[config.mk]
export PLATFORM = sky130hd
export DESIGN_NAME = fixed_point_subtractor_flat
export DESIGN_NICKNAME = d
export VERILOG_FILES = /design/src/rtl/fixed_point_subtractor_pkg.sv /design/src/rtl/fixed_point_subtractor_if.sv /design/src/rtl/fixed_point_sm_core.sv /design/src/rtl/fixed_point_subtractor.sv /design/src/flat_wrapper.sv
export SDC_FILE = /design/constraint.sdc
export NUM_CORES = 1
export LEC_CHECK = 0
export CAP_MARGIN = 20
export CORE_MARGIN = 8
export CORE_UTILIZATION = 45
export CTS_CLUSTER_DIAMETER = 30
export CTS_CLUSTER_SIZE = 25
export DETAILED_ROUTE_END_ITERATION = 12
export GPL_ROUTABILITY_DRIVEN = 0
export PLACE_DENSITY = 0.73
export SYNTH_ARGS = -nofsm -noshare
export SYNTH_HDL_FRONTEND = slang
export SYNTH_SLANG_ARGS = --single-unit
export TNS_END_PERCENT = 50
[constraint.sdc]
create_clock -name clk -period 3.5 [get_ports clk]
set_input_delay 0.525 -clock clk [delete_from_list [all_inputs] [get_ports clk]]
set_output_delay 0.525 -clock clk [all_outputs]
set_load 0.02 [all_outputs]
[src/rtl/fixed_point_subtractor_pkg.sv]
// Shared constants for the sign-magnitude fixed-point subtractor.
//   DefaultN / DefaultQ : default word width and fractional bit count
//   SignBit             : index of the sign bit for the default width
//   SatMag              : saturated magnitude (all ones) for the default width
package fixed_point_subtractor_pkg;

    localparam int unsigned DefaultN = 32;
    localparam int unsigned DefaultQ = 15;
    localparam int unsigned SignBit  = DefaultN - 1;

    localparam logic [DefaultN-2:0] SatMag = '1;

endpackage

[src/rtl/fixed_point_subtractor_if.sv]
// Operand/result handshake bundle for fixed_point_subtractor.
//   in_valid/in_ready/a/b        : operand transfer (upstream -> block)
//   out_valid/out_ready/c/ovf    : result transfer (block -> downstream)
// Modports:
//   master : the environment side (drives operands, accepts results)
//   slave  : the subtractor side
interface fixed_point_subtractor_if
    import fixed_point_subtractor_pkg::*;
#(
    parameter int unsigned N = DefaultN
) ();

    logic         in_valid;
    logic         in_ready;
    logic [N-1:0] a;
    logic [N-1:0] b;
    logic         out_valid;
    logic         out_ready;
    logic [N-1:0] c;
    logic         ovf;

    modport master (
        output in_valid, a, b, out_ready,
        input  in_ready, out_valid, c, ovf
    );

    modport slave (
        input  in_valid, a, b, out_ready,
        output in_ready, out_valid, c, ovf
    );

endinterface

[src/rtl/fixed_point_sm_core.sv]
// Combinational sign-magnitude arithmetic core.
//   cmp_a, cmp_b       : raw magnitudes to compare (stage-1 side)
//   a_ge_b             : cmp_a >= cmp_b
//   sign_a, sign_b     : effective signs (sign_b already inverted for subtraction)
//   mag_a, mag_b       : registered magnitudes (stage-2 side)
//   larger_a           : registered compare result, mag_a >= mag_b
//   res_sign, res_mag  : sign-magnitude result, never -0
//   res_ovf            : magnitude sum saturated
module fixed_point_sm_core
    import fixed_point_subtractor_pkg::*;
#(
    parameter int unsigned N = DefaultN
) (
    input  logic [N-2:0] cmp_a,
    input  logic [N-2:0] cmp_b,
    output logic         a_ge_b,
    input  logic         sign_a,
    input  logic         sign_b,
    input  logic [N-2:0] mag_a,
    input  logic [N-2:0] mag_b,
    input  logic         larger_a,
    output logic         res_sign,
    output logic [N-2:0] res_mag,
    output logic         res_ovf
);

    localparam logic [N-2:0] MagSat = '1;

    logic [N-1:0] sum;
    logic [N-2:0] diff;

    always_comb begin
        a_ge_b = (cmp_a >= cmp_b);
    end

    always_comb begin
        sum  = {1'b0, mag_a} + {1'b0, mag_b};
        diff = larger_a ? (mag_a - mag_b) : (mag_b - mag_a);

        res_sign = sign_a;
        res_mag  = '0;
        res_ovf  = 1'b0;

        if (sign_a == sign_b) begin
            // Carry out of the magnitude field means the result cannot be represented.
            if (sum[N-1]) begin
                res_mag = MagSat;
                res_ovf = 1'b1;
            end else begin
                res_mag = sum[N-2:0];
            end
        end else begin
            res_mag  = diff;
            res_sign = larger_a ? sign_a : sign_b;
        end

        // Any zero magnitude is reported as +0, which also absorbs -0 inputs.
        if (res_mag == '0) begin
            res_sign = 1'b0;
        end
    end

endmodule

[src/rtl/fixed_point_subtractor.sv]
// Two-stage pipelined sign-magnitude subtractor, c = a - b.
//   clk   : clock, rising edge
//   rst_n : synchronous active-low reset
//   bus   : operand/result handshake (slave side)
// Stage 1 holds the sign-adjusted operands and their magnitude compare; stage 2 holds c/ovf.
// Q is informational only and does not affect the datapath.
module fixed_point_subtractor
    import fixed_point_subtractor_pkg::*;
#(
    parameter int unsigned Q = DefaultQ,
    parameter int unsigned N = DefaultN
) (
    input  logic                     clk,
    input  logic                     rst_n,
    fixed_point_subtractor_if.slave  bus
);

    if (Q > N - 1) begin : g_q_check
        $error("fixed_point_subtractor: Q larger than magnitude width");
    end

    logic         s1_valid;
    logic         s1_sign_a;
    logic         s1_sign_b;
    logic [N-2:0] s1_mag_a;
    logic [N-2:0] s1_mag_b;
    logic         s1_a_ge_b;

    logic         out_valid_q;
    logic [N-1:0] c_q;
    logic         ovf_q;

    logic         cmp_ge;
    logic         res_sign;
    logic [N-2:0] res_mag;
    logic         res_ovf;

    logic         s2_adv;
    logic         s1_adv;
    logic         in_fire;

    always_comb begin
        s2_adv  = !out_valid_q || bus.out_ready;
        s1_adv  = !s1_valid || s2_adv;
        in_fire = bus.in_valid && s1_adv;
    end

    assign bus.in_ready  = s1_adv;
    assign bus.out_valid = out_valid_q;
    assign bus.c         = c_q;
    assign bus.ovf       = ovf_q;

    fixed_point_sm_core #(
        .N (N)
    ) u_core (
        .cmp_a    (bus.a[N-2:0]),
        .cmp_b    (bus.b[N-2:0]),
        .a_ge_b   (cmp_ge),
        .sign_a   (s1_sign_a),
        .sign_b   (s1_sign_b),
        .mag_a    (s1_mag_a),
        .mag_b    (s1_mag_b),
        .larger_a (s1_a_ge_b),
        .res_sign (res_sign),
        .res_mag  (res_mag),
        .res_ovf  (res_ovf)
    );

    always_ff @(posedge clk) begin
        if (!rst_n) begin
            s1_valid    <= 1'b0;
            s1_sign_a   <= 1'b0;
            s1_sign_b   <= 1'b0;
            s1_mag_a    <= '0;
            s1_mag_b    <= '0;
            s1_a_ge_b   <= 1'b0;
            out_valid_q <= 1'b0;
            c_q         <= '0;
            ovf_q       <= 1'b0;
        end else begin
            if (s1_adv) begin
                s1_valid <= bus.in_valid;
            end
            if (in_fire) begin
                s1_sign_a <= bus.a[N-1];
                // Subtraction is addition with the subtrahend's sign flipped.
                s1_sign_b <= ~bus.b[N-1];
                s1_mag_a  <= bus.a[N-2:0];
                s1_mag_b  <= bus.b[N-2:0];
                s1_a_ge_b <= cmp_ge;
            end
            if (s2_adv) begin
                out_valid_q <= s1_valid;
            end
            if (s2_adv && s1_valid) begin
                c_q   <= {res_sign, res_mag};
                ovf_q <= res_ovf;
            end
        end
    end

endmodule

[src/flat_wrapper.sv]
// flat-port wrapper written by rule: the top's interface ports become plain ports
module fixed_point_subtractor_flat import fixed_point_subtractor_pkg::*;
#(
    parameter int unsigned Q = DefaultQ,
    parameter int unsigned N = DefaultN
)
  (clk, rst_n, bus_in_valid, bus_a, bus_b, bus_out_ready, bus_in_ready, bus_out_valid, bus_c, bus_ovf);
  fixed_point_subtractor_if #(.N(N)) bus_i ();
  input  logic clk;
  input  logic rst_n;
  input wire logic [$bits(bus_i.in_valid)-1:0] bus_in_valid;
  input wire logic [$bits(bus_i.a)-1:0] bus_a;
  input wire logic [$bits(bus_i.b)-1:0] bus_b;
  input wire logic [$bits(bus_i.out_ready)-1:0] bus_out_ready;
  output wire logic [$bits(bus_i.in_ready)-1:0] bus_in_ready;
  output wire logic [$bits(bus_i.out_valid)-1:0] bus_out_valid;
  output wire logic [$bits(bus_i.c)-1:0] bus_c;
  output wire logic [$bits(bus_i.ovf)-1:0] bus_ovf;
  assign bus_i.in_valid = bus_in_valid;
  assign bus_i.a = bus_a;
  assign bus_i.b = bus_b;
  assign bus_i.out_ready = bus_out_ready;
  assign bus_in_ready = bus_i.in_ready;
  assign bus_out_valid = bus_i.out_valid;
  assign bus_c = bus_i.c;
  assign bus_ovf = bus_i.ovf;
  fixed_point_subtractor #(.Q(Q), .N(N)) u_core (.clk(clk), .rst_n(rst_n), .bus(bus_i));
endmodule
==> metrics, run 1 <==
post-synthesis cell count 1402; M1 WL 13700 um; #FFs+latches synth 100; clock power share 23.0%; top layer in use met4; Ports 103; Routed Antenna Nets 0; YS warnings 0; Starting Density 45.5%; WL/cell 18.0 um; Req. time, crit path 3.74 ns; Critical Path Most Common Cell buf_4; die width 164 um; Port Buffers 102; async set or reset register ratio after synthesis 0%; Pint 0.00273 W; syn nets 1602; vias in the first global route 11200; PD cells 339 mW/mm2; Num CTS Buffers 9; Pleak 5.90 nW; Worst Slack Setup Final -0.0473 ns; minimum clock period 3.55 ns; switching part of the total 39.5%; share of post-route cells with drive strength above 1 19.2%; most common cell after layout, fill and taps aside buf_4; worst path bufs/invs 4; Sw Pwr 0.00178 W; Final Setup Violations 1; # diodes 0; number of flops mapped to enable cells by yosys 0; Arr. time, crit path 3.79 ns; non-filler cells, final 1953; depth of the most critical reg-to-reg path 16; synthesized cell area 0.00983 mm2; worst slew pin tran 0.803 ns; Worst-Skew Late Latency 0.37 ns; Seq/Total Area, Yosys 20.4%; Post-Place Cells 1920; hold_ws 0.465 ns; RSZ-0062 raised after global routing true; core area 0.0216 mm2; Critical Path Start Type flip-flop; antenna violations before repair 0; most common flop cell mapped by yosys dfxtp_1; # H-tree levels 3; failing checks setup timing; WL met2 16200 um; Fill cells 1987; CTS tree done; count of final hold-check violations 0; Logic pwr share 48.9%; Levels on crit path 16; via count 11500; fin. max-slew vios 0; Clock Skew 0.0106 ns; dpl hpwl 27600 um; First-pass DRT Iterations 6; sequential share of power 28.1%; first-pass GRT wire length 55700 um; Rel. slew slack 45.9%; worst hold path cell count 2; Mean Syn Cell Area 7.01 um2; outcome complete, but fails checks; Max Freq 282 MHz; num rows 54; Worst setup EP type flip-flop; largest net degree at the start of global routing 65; Setup CP Type reg -> reg; GRT Residual Overflow 0; Max Cap Violations 0; most frequent cells in the layout buf_4, nand2_1, a21oi_1; Distinct cells, synth 84; synth-to-layout area growth 35.1%; met3 wire length 3070 um; Reg clk slew, reported paths 0.08 ns; CP delay by family, top compound AO/OA/AOI/OAI gates; GRT Total Usage 25.4%; Die Ht 164 um; CP Max Fanout 5; critical path, cell by cell inv_1 -> ha_1 -> buf_4 -> buf_4 -> a21oi_2 -> o21ai_0 -> a2111oi_2 -> nor2_2 -> buf_4 -> and4b_1 -> a21oi_2 -> xor2_1 -> a22oi_1 -> nor2_1 -> and4_1 -> a31oi_1; VDD IR max 0.226 mV; pre-CTS setup slack -0.206 ns; die area 0.0268 mm2; CTS Hold Buffers Added 0; critical path's slowest cell a2111oi_2; DR vias/cell 5.90; Tightest Hold Check Type reg -> reg; Routed WL 35100 um; Root Buffer clkbuf_16; Worst path max stage delay 0.45 ns; DRT iter0 DRCs 1376; crit share post-route 101%; # nets final 1868; # DRC 0; clk buf depth 2; CTS sink count 100
[cell type report]
class	instances	area [um2]	area share, %
inverters	126	478	3.60
clock buffers	11	233	1.75
flip-flops and latches	100	2010	15.1
repair buffers	327	2730	20.6
well taps	280	350	2.64
clock inverters	5	60.1	0.452
multi-input cells	1104	7420	55.9
[through the flow]
step | total power, W | instance area (um2) | util, % | setup TNS (ns)
global placement | 0.00325 | 12500 | 57.8 | -0.216
finish | 0.00450 | 13300 | 61.5 | -0.0473
detailed placement | 0.00329 | 12500 | 57.8 | -0.274
floorplan | 0.00242 | 9830 | - | 0
CTS | 0.00435 | 13000 | 60.0 | 0
global route | 0.00473 | 13300 | 61.5 | -0.278
[cells in the mapped netlist (all sizes together) (14+ instances only)]
cell / n / share of area, %
a21oi: 197 / 10
nand2: 195 / 7.5
ha: 129 / 16
inv: 126 / 4.8
nor2: 119 / 4.5
dfxtp: 100 / 20
o21ai: 88 / 4.5
clkbuf: 48 / 1.8
nor3: 28 / 1.4
a211oi: 27 / 2.2
a21o: 24 / 1.8
buf: 24 / 1.2
nand3: 23 / 1.2
nand4: 23 / 1.5
nor2b: 18 / 1.1
a31oi: 15 / 0.95
o31ai: 14 / 1.1
[sequential cells by signal, summed over array words and instances (netlist names)]
register	flops
u_core.bus.c	32
u_core.bus.out_valid	1
u_core.bus.ovf	1
u_core.s1_a_ge_b	1
u_core.s1_mag_a	31
u_core.s1_mag_b	31
u_core.s1_sign_a	1
u_core.s1_sign_b	1
u_core.s1_valid	1
[timing repair]
| action | 4_1_cts | 5_1_grt |
|---|---|---|
| pin swaps | 17 | 28 |
| buffers inserted | 5 | 12 |
| setup endpoints to repair | 1 | 3 |
| resized for setup | 29 | 47 |
[power by group through the flow]
stage	Clock [W]	Sequential [W]	Combinational, W
3_3_place_gp	0	0.00128	0.00197
3_5_place_dp	0	0.00129	0.00200
2_1_floorplan	0	0.00132	0.00110
5_1_grt	0.00109	0.00127	0.00236
4_1_cts	0.00105	0.00126	0.00204
6_report	0.00104	0.00126	0.00220
[cell families (layout without fill, tap and decap cells)]
logic type,count (synthesis),after routing,synth area share [%]
XOR/XNOR,15,15,1.34
flip-flops,100,100,20.4
buffers and inverters,198,469,7.85
AO/OA/AOI/OAI,470,470,30.1
multiplexers,11,11,1.15
AND/OR/NAND/NOR,476,476,22.2
adder cells (fa/ha/maj),132,132,17.0
[worst min-delay path, delay by kind of cell (launching register included)]
kind	cells	cell delay [ns]
compound gates	1	0.05
flops	1	0.31
simple gates	1	0.05
[layer usage]
layer / up-vias / track usage [%]
met5: - / 0
met4: 0 / 13.2
met3: 200 / 5.11
met2: 669 / 42.7
met1: 5182 / 30.1
li1: 5477 / -
[final timing paths]
check | from | slack, ns | endpoint
min | u_core.bus.c[25]$_SDFFE_PN0P_ | 0.47 | u_core.bus.c[25]$_SDFFE_PN0P_
max reg2reg | u_core.s1_mag_b[2]$_SDFFE_PN0P_ | -0.05 | u_core.bus.c[31]$_SDFFE_PN0P_
min reg2reg | u_core.bus.c[25]$_SDFFE_PN0P_ | 0.47 | u_core.bus.c[25]$_SDFFE_PN0P_
max | u_core.s1_mag_b[2]$_SDFFE_PN0P_ | -0.05 | u_core.bus.c[31]$_SDFFE_PN0P_
(Power assumes the default switching activity.)
==> inputs of run 2 (changes only) <==
- CELL_PAD_IN_SITES_DETAIL_PLACEMENT: not set -> 0
- CELL_PAD_IN_SITES_GLOBAL_PLACEMENT: not set -> 1
- CORE_UTILIZATION: 45 -> 39
- CTS_BUF_LIST: not set -> sky130_fd_sc_hd__clkbuf_8
- PLACE_DENSITY: 0.73 -> 0.84
==> metrics, run 2 (synthesis gave the netlist of run 1 again) <==
outcome complete, no violations; synth-to-layout area growth 32.4%; DR vias/cell 5.66 (-4.0%); RSZ-0062 raised after global routing true; Crit Reg-Reg Endpoint u_core.bus.c[31]$_SDFFE_PN0P_; RR Startpoint u_core.s1_mag_b[0]$_SDFFE_PN0P_; Rel. slew slack 35.1% (-11 points); Worst path max stage delay 0.40 ns (-0.05 ns); Post-Place Cell Area 0.0125 mm2 (+0.16%); largest net degree at the start of global routing 65 (unchanged); antenna violations before repair 0 (unchanged); Crit. Startpoint u_core.s1_mag_b[0]$_SDFFE_PN0P_; First-pass DRT Iterations 6 (unchanged); VDD IR max 0.156 mV (-31%); GRT Residual Overflow 0 (unchanged); Routed Antenna Nets 0 (unchanged); worst slew pin tran 0.973 ns (+0.170 ns); Die Ht 175 um (+6.7%); CTS tree done; dpl hpwl 28100 um (+1.9%); most frequent cells in the layout buf_4, nand2_1, a21oi_1; clk buf depth 2 (unchanged); hold_ws 0.472 ns (+0.00641 ns); critical path, cell by cell ha_1 -> fa_2 -> nor2b_1 -> o211ai_1 -> buf_4 -> a311oi_1 -> a211oi_2 -> o21ai_2 -> a2111oi_4 -> xnor2_2 -> or3_4 -> nor4_2 -> and4b_1 -> a31oi_1; most common cell after layout, fill and taps aside buf_4; # DRC 0 (unchanged); Logic pwr share 51.5% (+2.6 points); vias in the first global route 11100 (-0.94%); Pint 0.00242 W (-11%); CP Max Fanout 4 (-1); max reg flops 32 (unchanged); Ports 103 (unchanged); depth of the most critical reg-to-reg path 14 (-2); sequential share of power 30.5% (+2.4 points); # nets final 1849 (-1.0%); Levels on crit path 14 (-2); die area 0.0305 mm2 (+14%); setup TNS 0 ns (+0.0473 ns); num rows 58 (+7.4%); # diodes 0 (unchanged); Tightest Hold Check Type reg -> reg; Critical Path Start Type flip-flop; count of final hold-check violations 0 (unchanged); Pleak 5.75 nW (-2.6%); PD cells 320 mW/mm2 (-5.7%); worst path bufs/invs 1 (-3); CP endpoint u_core.bus.c[31]$_SDFFE_PN0P_; clock power share 18.0% (-5.0 points); Starting Density 39.4% (-6.1 points); area of the multi-input gates 0.00733 mm2 (-1.2%); Arr. time, crit path 3.76 ns (-0.03 ns); post-route cell area 0.0130 mm2 (-2.0%); Port Buffers 102 (unchanged); # H-tree levels 3 (unchanged); M1 WL 14700 um (+7.6%); Max Cap Violations 0 (unchanged); WL/cell 17.7 um (-1.6%); minimum clock period 3.47 ns (-0.0820 ns); WL met2 16700 um (+2.7%); CTS sink count 100 (unchanged); Root Buffer clkbuf_8; crit share post-route 99.0% (-2.3 points); Worst setup EP type flip-flop; Reg clk slew, reported paths 0.12 ns (+0.04 ns); CP delay by family, top compound AO/OA/AOI/OAI gates; share of post-route cells with drive strength above 1 17.9% (-1.4 points); via count 11200 (-2.5%); die width 175 um (+6.7%); r2r setup slk 0.03 ns (+0.08 ns); Sw Pwr 0.00175 W (-1.7%); Num CTS Buffers 9 (unchanged); critical path's slowest cell or3_4; fin. max-slew vios 0 (unchanged); DRT iter0 DRCs 1013 (-26%); register area 0.00201 mm2 (about the same); met3 wire length 2150 um (-30%); switching part of the total 42.0% (+2.5 points); CTS Hold Buffers Added 0 (unchanged); GRT Total Usage 22.4% (-3.0 points); Req. time, crit path 3.79 ns (+0.05 ns); Fill cells 2508 (+26%); top layer in use met4; core area 0.0250 mm2 (+15%); Max Freq 289 MHz (+2.4%); Final Setup Violations 0 (-1); Routed WL 35000 um (about the same); Worst-Skew Late Latency 0.41 ns (+0.04 ns); first-pass GRT wire length 57000 um (+2.3%); Clock Skew 0.0157 ns (+0.00514 ns); Setup CP Type reg -> reg
[run 2: changes by cell type in the layout (fill, tap and decap cells not counted), sizes merged]
cell / previous run / this run
bufinv: 1 / 0
clkinvlp: 1 / 4
clkbuf: 11 / 9
buf: 225 / 206
[run 2: how the worst min path moves through the flow]
stage                     depth (start not counted)                          endpoint                              from
final                                             2     u_core.bus.c[27]$_SDFFE_PN0P_     u_core.bus.c[27]$_SDFFE_PN0P_
after floorplan                                   2  u_core.s1_mag_a[30]$_SDFFE_PN0P_  u_core.s1_mag_a[30]$_SDFFE_PN0P_
after CTS                                         2  u_core.s1_mag_a[30]$_SDFFE_PN0P_  u_core.s1_mag_a[30]$_SDFFE_PN0P_
after detailed placement                          2  u_core.s1_mag_a[30]$_SDFFE_PN0P_  u_core.s1_mag_a[30]$_SDFFE_PN0P_
after global placement                            2     u_core.bus.c[27]$_SDFFE_PN0P_     u_core.bus.c[27]$_SDFFE_PN0P_
after global routing                              2     u_core.bus.c[27]$_SDFFE_PN0P_     u_core.bus.c[27]$_SDFFE_PN0P_
[run 2: tightest hold or removal path, delay by kind of cell, from the launching register on]
| kind | cells | cell delay [ns] |
|---|---|---|
| compound gates | 1 | 0.05 |
| simple gates | 1 | 0.05 |
| flops | 1 | 0.33 |
[run 2: routing by layer]
metal  vias to the layer above  GRT usage (%)
li1                       5439              -
met1                      5218           27.3
met2                       468           39.0
met3                       114           2.74
met4                         0           9.82
met5                         -              0
[run 2: timing repair]
item,CTS,global route
endpoints found under the setup margin,1,7
pin swaps,4,21
gates cloned,0,0
setup buffers,1,7
resized for setup,12,40
hold endpoints to repair,0,0
[run 2: layout make-up]
cell class / instances / area share, %
clock buffer: 9 / 0.951
clock inverter: 7 / 0.471
inverter: 126 / 3.65
multi-input combinational: 1104 / 56.3
sequential: 100 / 15.4
tap: 330 / 3.17
timing repair buffer: 308 / 20.0
[run 2: stage by stage]
| step | total power, W | worst slack, ns | utilization, % | instances |
|---|---|---|---|---|
| global route | 0.00441 | -0.140 | 52.2 | 1984 |
| finish | 0.00416 | 0.0347 | 52.2 | 1984 |
| floorplan | 0.00242 | 0.0582 | - | 1402 |
| CTS | 0.00408 | 0.00988 | 51.2 | 1978 |
| detailed placement | 0.00331 | -0.117 | 50.2 | 1961 |
| global placement | 0.00329 | -0.0318 | 50.2 | 1961 |
[run 2: power groups by stage]
stage	registers [W]	clock network [W]	logic (W)
2_1_floorplan	0.00132	0	0.00110
4_1_cts	0.00127	0.000766	0.00205
3_3_place_gp	0.00129	0	0.00200
6_report	0.00127	0.000750	0.00215
3_5_place_dp	0.00129	0	0.00202
5_1_grt	0.00128	0.000817	0.00232
